==> src/rtl/instr_encoder_loader.sv <==
// -----------------------------------------------------------------------------
// instr_encoder_loader
// Purpose : This block does the reverse of the main control decoder. It packs
//           a mnemonic code and its operand fields into a 32-bit MIPS
//           instruction word. Each accepted word is written to instruction
//           memory at the next sequential address.
//           It covers exactly the subset that the single-cycle core decodes.
//
// Ports   :
//   clk        in   1         clock, rising edge
//   rst_n      in   1         asynchronous active-low reset
//   clear      in   1         synchronous restart: count/full/state cleared
//   req_valid  in   1         request present
//   req_ready  out  1         block can accept a request
//   mnem       in   5         mnemonic code (27..31 illegal)
//   rs,rt,rd   in   5         register fields
//   shamt      in   5         shift amount (sll/srl/sra)
//   imm16      in   16        immediate / offset
//   target     in   26        jump target
//   imem_we    out  1         one-cycle write strobe
//   imem_addr  out  32        BASE_ADDR + 4*count
//   imem_wdata out  32        encoded word (holds when imem_we=0)
//   count      out  ADDR_W+1  words written since reset/clear
//   full       out  1         count == 2**ADDR_W
//   err        out  1         pulse: illegal mnem accepted or request while full
//
// State table
//   state | meaning
//   IDLE  | waiting for a request; ready when not full
//   WRITE | registered word is presented to memory with imem_we=1
// -----------------------------------------------------------------------------
module instr_encoder_loader #(
    parameter int unsigned ADDR_W    = 8,
    parameter logic [31:0] BASE_ADDR = 32'h0
) (
    input  logic              clk,
    input  logic              rst_n,
    input  logic              clear,
    input  logic              req_valid,
    output logic              req_ready,
    input  logic [4:0]        mnem,
    input  logic [4:0]        rs,
    input  logic [4:0]        rt,
    input  logic [4:0]        rd,
    input  logic [4:0]        shamt,
    input  logic [15:0]       imm16,
    input  logic [25:0]       target,
    output logic              imem_we,
    output logic [31:0]       imem_addr,
    output logic [31:0]       imem_wdata,
    output logic [ADDR_W:0]   count,
    output logic              full,
    output logic              err
);

    localparam int unsigned     CAP_I = 2 ** ADDR_W;
    localparam logic [ADDR_W:0] CAP   = CAP_I[ADDR_W:0];

    typedef enum logic {
        IDLE  = 1'b0,
        WRITE = 1'b1
    } state_t;

    state_t            r_state;
    state_t            w_state_nxt;
    logic [ADDR_W:0]   r_count;
    logic              r_full;
    logic              r_err;
    logic [31:0]       r_wdata;

    logic              w_hs;
    logic              w_legal;
    logic [31:0]       w_word;
    logic [5:0]        w_op;
    logic [5:0]        w_funct;
    logic [4:0]        w_rs;
    logic [4:0]        w_rt;
    logic [4:0]        w_rd;
    logic [4:0]        w_sh;
    logic [ADDR_W:0]   w_count_inc;

    // ---------------------------------------------------------------------
    // Encoder
    // ---------------------------------------------------------------------
    always_comb begin
        w_legal = 1'b1;
        w_op    = 6'h00;
        w_funct = 6'h00;
        w_rs    = rs;
        w_rt    = rt;
        w_rd    = rd;
        w_sh    = 5'd0;
        w_word  = 32'h0;
        case (mnem)
            5'd0:  w_funct = 6'h00;
            5'd1:  w_funct = 6'h02;
            5'd2:  w_funct = 6'h03;
            5'd3:  w_funct = 6'h04;
            5'd4:  w_funct = 6'h06;
            5'd5:  w_funct = 6'h08;
            5'd6:  w_funct = 6'h20;
            5'd7:  w_funct = 6'h22;
            5'd8:  w_funct = 6'h24;
            5'd9:  w_funct = 6'h25;
            5'd10: w_funct = 6'h26;
            5'd11: w_funct = 6'h27;
            5'd12: w_funct = 6'h2A;
            5'd13: w_funct = 6'h2B;
            5'd14: w_op    = 6'b000010;
            5'd15: w_op    = 6'b000011;
            5'd16: w_op    = 6'b001000;
            5'd17: w_op    = 6'b001010;
            5'd18: w_op    = 6'b001011;
            5'd19: w_op    = 6'b001100;
            5'd20: w_op    = 6'b001101;
            5'd21: w_op    = 6'b001110;
            5'd22: w_op    = 6'b001111;
            5'd23: w_op    = 6'b100011;
            5'd24: w_op    = 6'b101011;
            5'd25: w_op    = 6'b000100;
            5'd26: w_op    = 6'b000101;
            default: w_legal = 1'b0;
        endcase

        // Only the three constant shifts carry a shift amount.
        if (mnem <= 5'd2) begin
            w_sh = shamt;
        end
        if (mnem == 5'd5) begin
            w_rt = 5'd0;
            w_rd = 5'd0;
        end
        if (mnem == 5'd22) begin
            w_rs = 5'd0;
        end

        if (mnem <= 5'd13) begin
            w_word = {6'h00, w_rs, w_rt, w_rd, w_sh, w_funct};
        end else if (mnem <= 5'd15) begin
            w_word = {w_op, target};
        end else if (w_legal) begin
            w_word = {w_op, w_rs, w_rt, imm16};
        end
    end

    // ---------------------------------------------------------------------
    // FSM
    // ---------------------------------------------------------------------
    assign req_ready = (r_state == IDLE) && !r_full;
    // A clear in the handshake cycle overrides the request.
    assign w_hs      = req_valid && req_ready && !clear;

    always_ff @(posedge clk or negedge rst_n) begin
        if (!rst_n) begin
            r_state <= IDLE;
        end else begin
            r_state <= w_state_nxt;
        end
    end

    always_comb begin
        w_state_nxt = r_state;
        if (clear) begin
            w_state_nxt = IDLE;
        end else begin
            case (r_state)
                IDLE:    if (w_hs && w_legal) w_state_nxt = WRITE;
                WRITE:   w_state_nxt = IDLE;
                default: w_state_nxt = IDLE;
            endcase
        end
    end

    // ---------------------------------------------------------------------
    // Datapath registers
    // ---------------------------------------------------------------------
    assign w_count_inc = r_count + 1'b1;

    always_ff @(posedge clk or negedge rst_n) begin
        if (!rst_n) begin
            r_count <= '0;
            r_full  <= 1'b0;
            r_err   <= 1'b0;
            r_wdata <= 32'h0;
        end else if (clear) begin
            r_count <= '0;
            r_full  <= 1'b0;
            r_err   <= 1'b0;
        end else begin
            r_err <= (w_hs && !w_legal) || (req_valid && r_full);
            if (w_hs && w_legal) begin
                r_wdata <= w_word;
            end
            if (r_state == WRITE) begin
                r_count <= w_count_inc;
                r_full  <= (w_count_inc == CAP);
            end
        end
    end

    // The strobe is gated by clear so that a clear in the WRITE cycle drops the write.
    assign imem_we    = (r_state == WRITE) && !clear;
    assign imem_addr  = BASE_ADDR + (32'(r_count) << 2);
    assign imem_wdata = r_wdata;
    assign count      = r_count;
    assign full       = r_full;
    assign err        = r_err;

endmodule
==> config.mk <==
export PLATFORM = sky130hd
export DESIGN_NAME = instr_encoder_loader
export DESIGN_NICKNAME = d
export VERILOG_FILES = /design/src/rtl/instr_encoder_loader.sv
export SDC_FILE = /design/constraint.sdc
export NUM_CORES = 1
export LEC_CHECK = 0
export BUFFER_PORTS_ARGS = -buffer_cell sky130_fd_sc_hd__clkbuf_2
export CELL_PAD_IN_SITES_DETAIL_PLACEMENT = 1
export CELL_PAD_IN_SITES_GLOBAL_PLACEMENT = 2
export CORE_MARGIN = 2
export CORE_UTILIZATION = 27
export CTS_BUF_LIST = sky130_fd_sc_hd__clkbuf_4
export DETAILED_ROUTE_END_ITERATION = 8
export PLACE_DENSITY = 0.95
export SYNTH_ARGS = -nofsm -noshare
export SYNTH_HDL_FRONTEND = slang
export SYNTH_SLANG_ARGS = --single-unit
==> constraint.sdc <==
create_clock -name clk -period 4.9 [get_ports clk]
set_input_delay 0.98 -clock clk [delete_from_list [all_inputs] [get_ports clk]]
set_output_delay 0.98 -clock clk [all_outputs]
set_load 0.02 [all_outputs]
==> impl_results.md <==
- Run status: completed
- Flops & latches, synth: 43
- Std cell rows: 37
- Antenna cells: 0
- Slew margin rel.: 32.6%
- Buffers on Ports: 123
- Worst EP arrival: 3140 ps
- All-layer global routing usage: 15.0%
- Most common cell in the netlist: dfrtp_1
- Total Wirelength: 8.31 mm
- Final nets: 481
- Tmin final: 2870 ps
- CTS Buf Count: 5
- Comb pwr share: 33.2%
- M1 WL: 3.38 mm
- Initial antenna violation count: 0
- Gr ovfl total: 0
- Area grow syn2layout: 19.7%
- DRT antenna net count: 0
- Clock Sinks: 43
- Critical Path RT: 5170 ps
- Skew final: 8.71 ps
- Vias in the first global route: 2748
- CP Capture Type: register
- Max Transition Viols Final: 0
- Dpl hpwl: 6.32 mm
- Post-CTS sizing: 0
- Cts hold-fix bufs: 0
- Wire length on met3: 559 µm
- Via count: 2611
- Max Cap Viol: 0
- Worst VDD drop: 101 µV
- Slowest CP cell: a31oi_4
- Clock transition at path regs: 140 ps
- Yosys top cell area share: 38.5%
- Sw Ratio: 38.9%
- EDFF count, synth: 0
- Initial DRC Count: 161
- Fillers: 1261
- Worst-margin pin slew: 1010 ps
- First-pass GRT wire length: 13.6 mm
- Ys async rst share: 100%
- CP Cell Sequence: clkbuf_2 -> or4b_4 -> a31oi_4 -> nor2b_1 -> a31o_2
- Synth top cells by count: 43 x dfrtp_1, 41 x nor2_1, 35 x buf_4, 25 x a21oi_1, 22 x o21ai_0
- Avg Inst Size Synth: 8.92 µm²
- P per Cell Area: 282 nW/µm²
- Top Ports: 148
- Share of layout cells above drive strength 1: 34.5%
- Routability congestion estimate: 0.746
- RSZ-0062 raised after global routing: no
- Maximum clock insertion buffer count: 2
- Reg2Reg Depth: 4
- Hold Crit Depth: 2
- Setup-failing EPs final: 0
- Final worst-path cycle share: 58.6%
- Post-synth top flop: dfrtp_1
- Int Power: 0.576 mW
- H-tree Lvls: 2
- Drt wl/cell: 15.2 µm
- Starting Density: 27.4%
- Die Span X: 106 µm
- Peak per-stage delay on the critical path: 850 ps
- Hold slack: 548 ps
- Crit-path max FO: 38
- HP Class: reg -> reg
- Largest net degree at the start of global routing: 44
- CTS root buffer: clkbuf_4
- Max Clk Rate: 348 MHz
- DIE HEIGHT: 106 µm
- Ranking of synthesized cells by area: dfrtp_1 39%, buf_4 9.4%, nor2_1 5.5%
- Met2 wire length: 4.21 mm
- Synthesized instance count: 313
- DRC Markers: 0
- Die area: 11200 µm²
- Post-CTS repair timing setup buffer count: 0
- Core Area: 10200 µm²
- Synth warn: 0
- Mapped cell area: 2790 µm²
- Sequential cell area fraction in the yosys report: 38.5%
- Worst-Skew Late Latency: 360 ps
- Sw power: 0.367 mW
- Max layer used: met4
- CP Launch Type: input port
- Clk pwr share: 19.7%
- Final core utilization: 32.8%
- Sequential share of power: 47.0%
- CTS tree: built
- Crit Path Category: in -> reg
- Setup TNS: 0 ps
- Drt pass-1 iters: 4
- Synth cell types: 50
- Routed vias/inst: 4.79
- Largest area contributor in the netlist: dfrtp_1
- Pleak: 1.61 nW
- Hold Fails Final Rpt: 0
[flip-flops by register name, indices dropped and copies added (netlist names)]
signal,flops
count,9
full,1
r_state,1
err,1
imem_wdata,31
[critical path: cells and delay by family]
| family | cells | cell delay (ps) |
|---|---|---|
| simple gates | 2 | 860 |
| compound gates | 2 | 1090 |
| buf+inv | 1 | 210 |
[placed cells by master (no fill, tap or decap), types with 2 or more instances in the layout]
cell type and count:
xnor2_1 3, nand4_1 3, o311a_1 2, and3_1 3, a22o_1 4, clkbuf_4 5, nand2b_1 5, a21oi_1 25
clkinvlp_4 2, nand2_1 6, o31ai_1 2, mux2i_1 2, a31oi_1 6, a32o_1 2, clkbuf_2 123, a21oi_2 4
inv_1 3, ha_1 2, nand3b_1 6, dfrtp_1 43, a221oi_1 7, nand3_1 3, nor2_1 41, nor2b_1 4
a21o_1 2, nor3b_1 5, conb_1 24, xor2_1 7, and2_1 8, o22ai_1 5, a211oi_1 2, a22oi_1 11
nor3_1 2, o21ai_0 22
[through the flow]
step                cell area, µm²  worst slack (ps)  instances  power (mW)
finish                        3340              2030        545       0.943
global route                  3340              1870        545        1.00
CTS                           3340              1960        545       0.957
detailed placement            3280              1560        537       0.770
global placement              3280              1670        537       0.758
floorplan                     2880              2620        336       0.660
[cell type report]
class,instances,area (µm²),share of cell area [%]
clock buffer,5,37.5,1.12
clock inverter,3,23.8,0.711
inverter,3,11.3,0.337
multi-input combinational,231,1400,41.9
sequential,43,1080,32.2
tap,136,170,5.09
timing repair buffer,124,623,18.6
[routing by layer]
layer  GRT usage, %  up-vias
met5              0        -
met4           5.45        0
met3           3.28       13
met2           26.1       94
met1           18.1     1246
li1               -     1258
[power groups by stage]
stage | Sequential, mW | Clock, mW | Combinational, mW
after CTS | 0.445 | 0.193 | 0.319
after global routing | 0.452 | 0.205 | 0.345
final | 0.444 | 0.186 | 0.313
after global placement | 0.448 | 0 | 0.309
after detailed placement | 0.452 | 0 | 0.318
after floorplan | 0.510 | 0 | 0.150
[logic make-up after synthesis]
family	Yosys count	share of synthesized area [%]
buf+inv	62	14.4
other cells	1	0.134
fa+ha+maj	2	0.896
compound gates	102	24.7
simple gates	90	16.7
flops	43	38.5
mux	3	1.52
xor+xnor	10	3.14
[path summary, 6_finish.rpt]
kind,start,end,slack (ps)
worst max-delay path,clear,imem_wdata[28],2030
worst min-delay path,imem_wdata[19],imem_wdata[19],550
worst max register to register,r_state,imem_wdata[28],2270
worst min register to register,imem_wdata[19],imem_wdata[19],550
max in group asynchronous,rst_n,imem_wdata[5],3850
min in group asynchronous,rst_n,imem_wdata[2],680
Note: power is estimated with default switching activity, not from simulation.
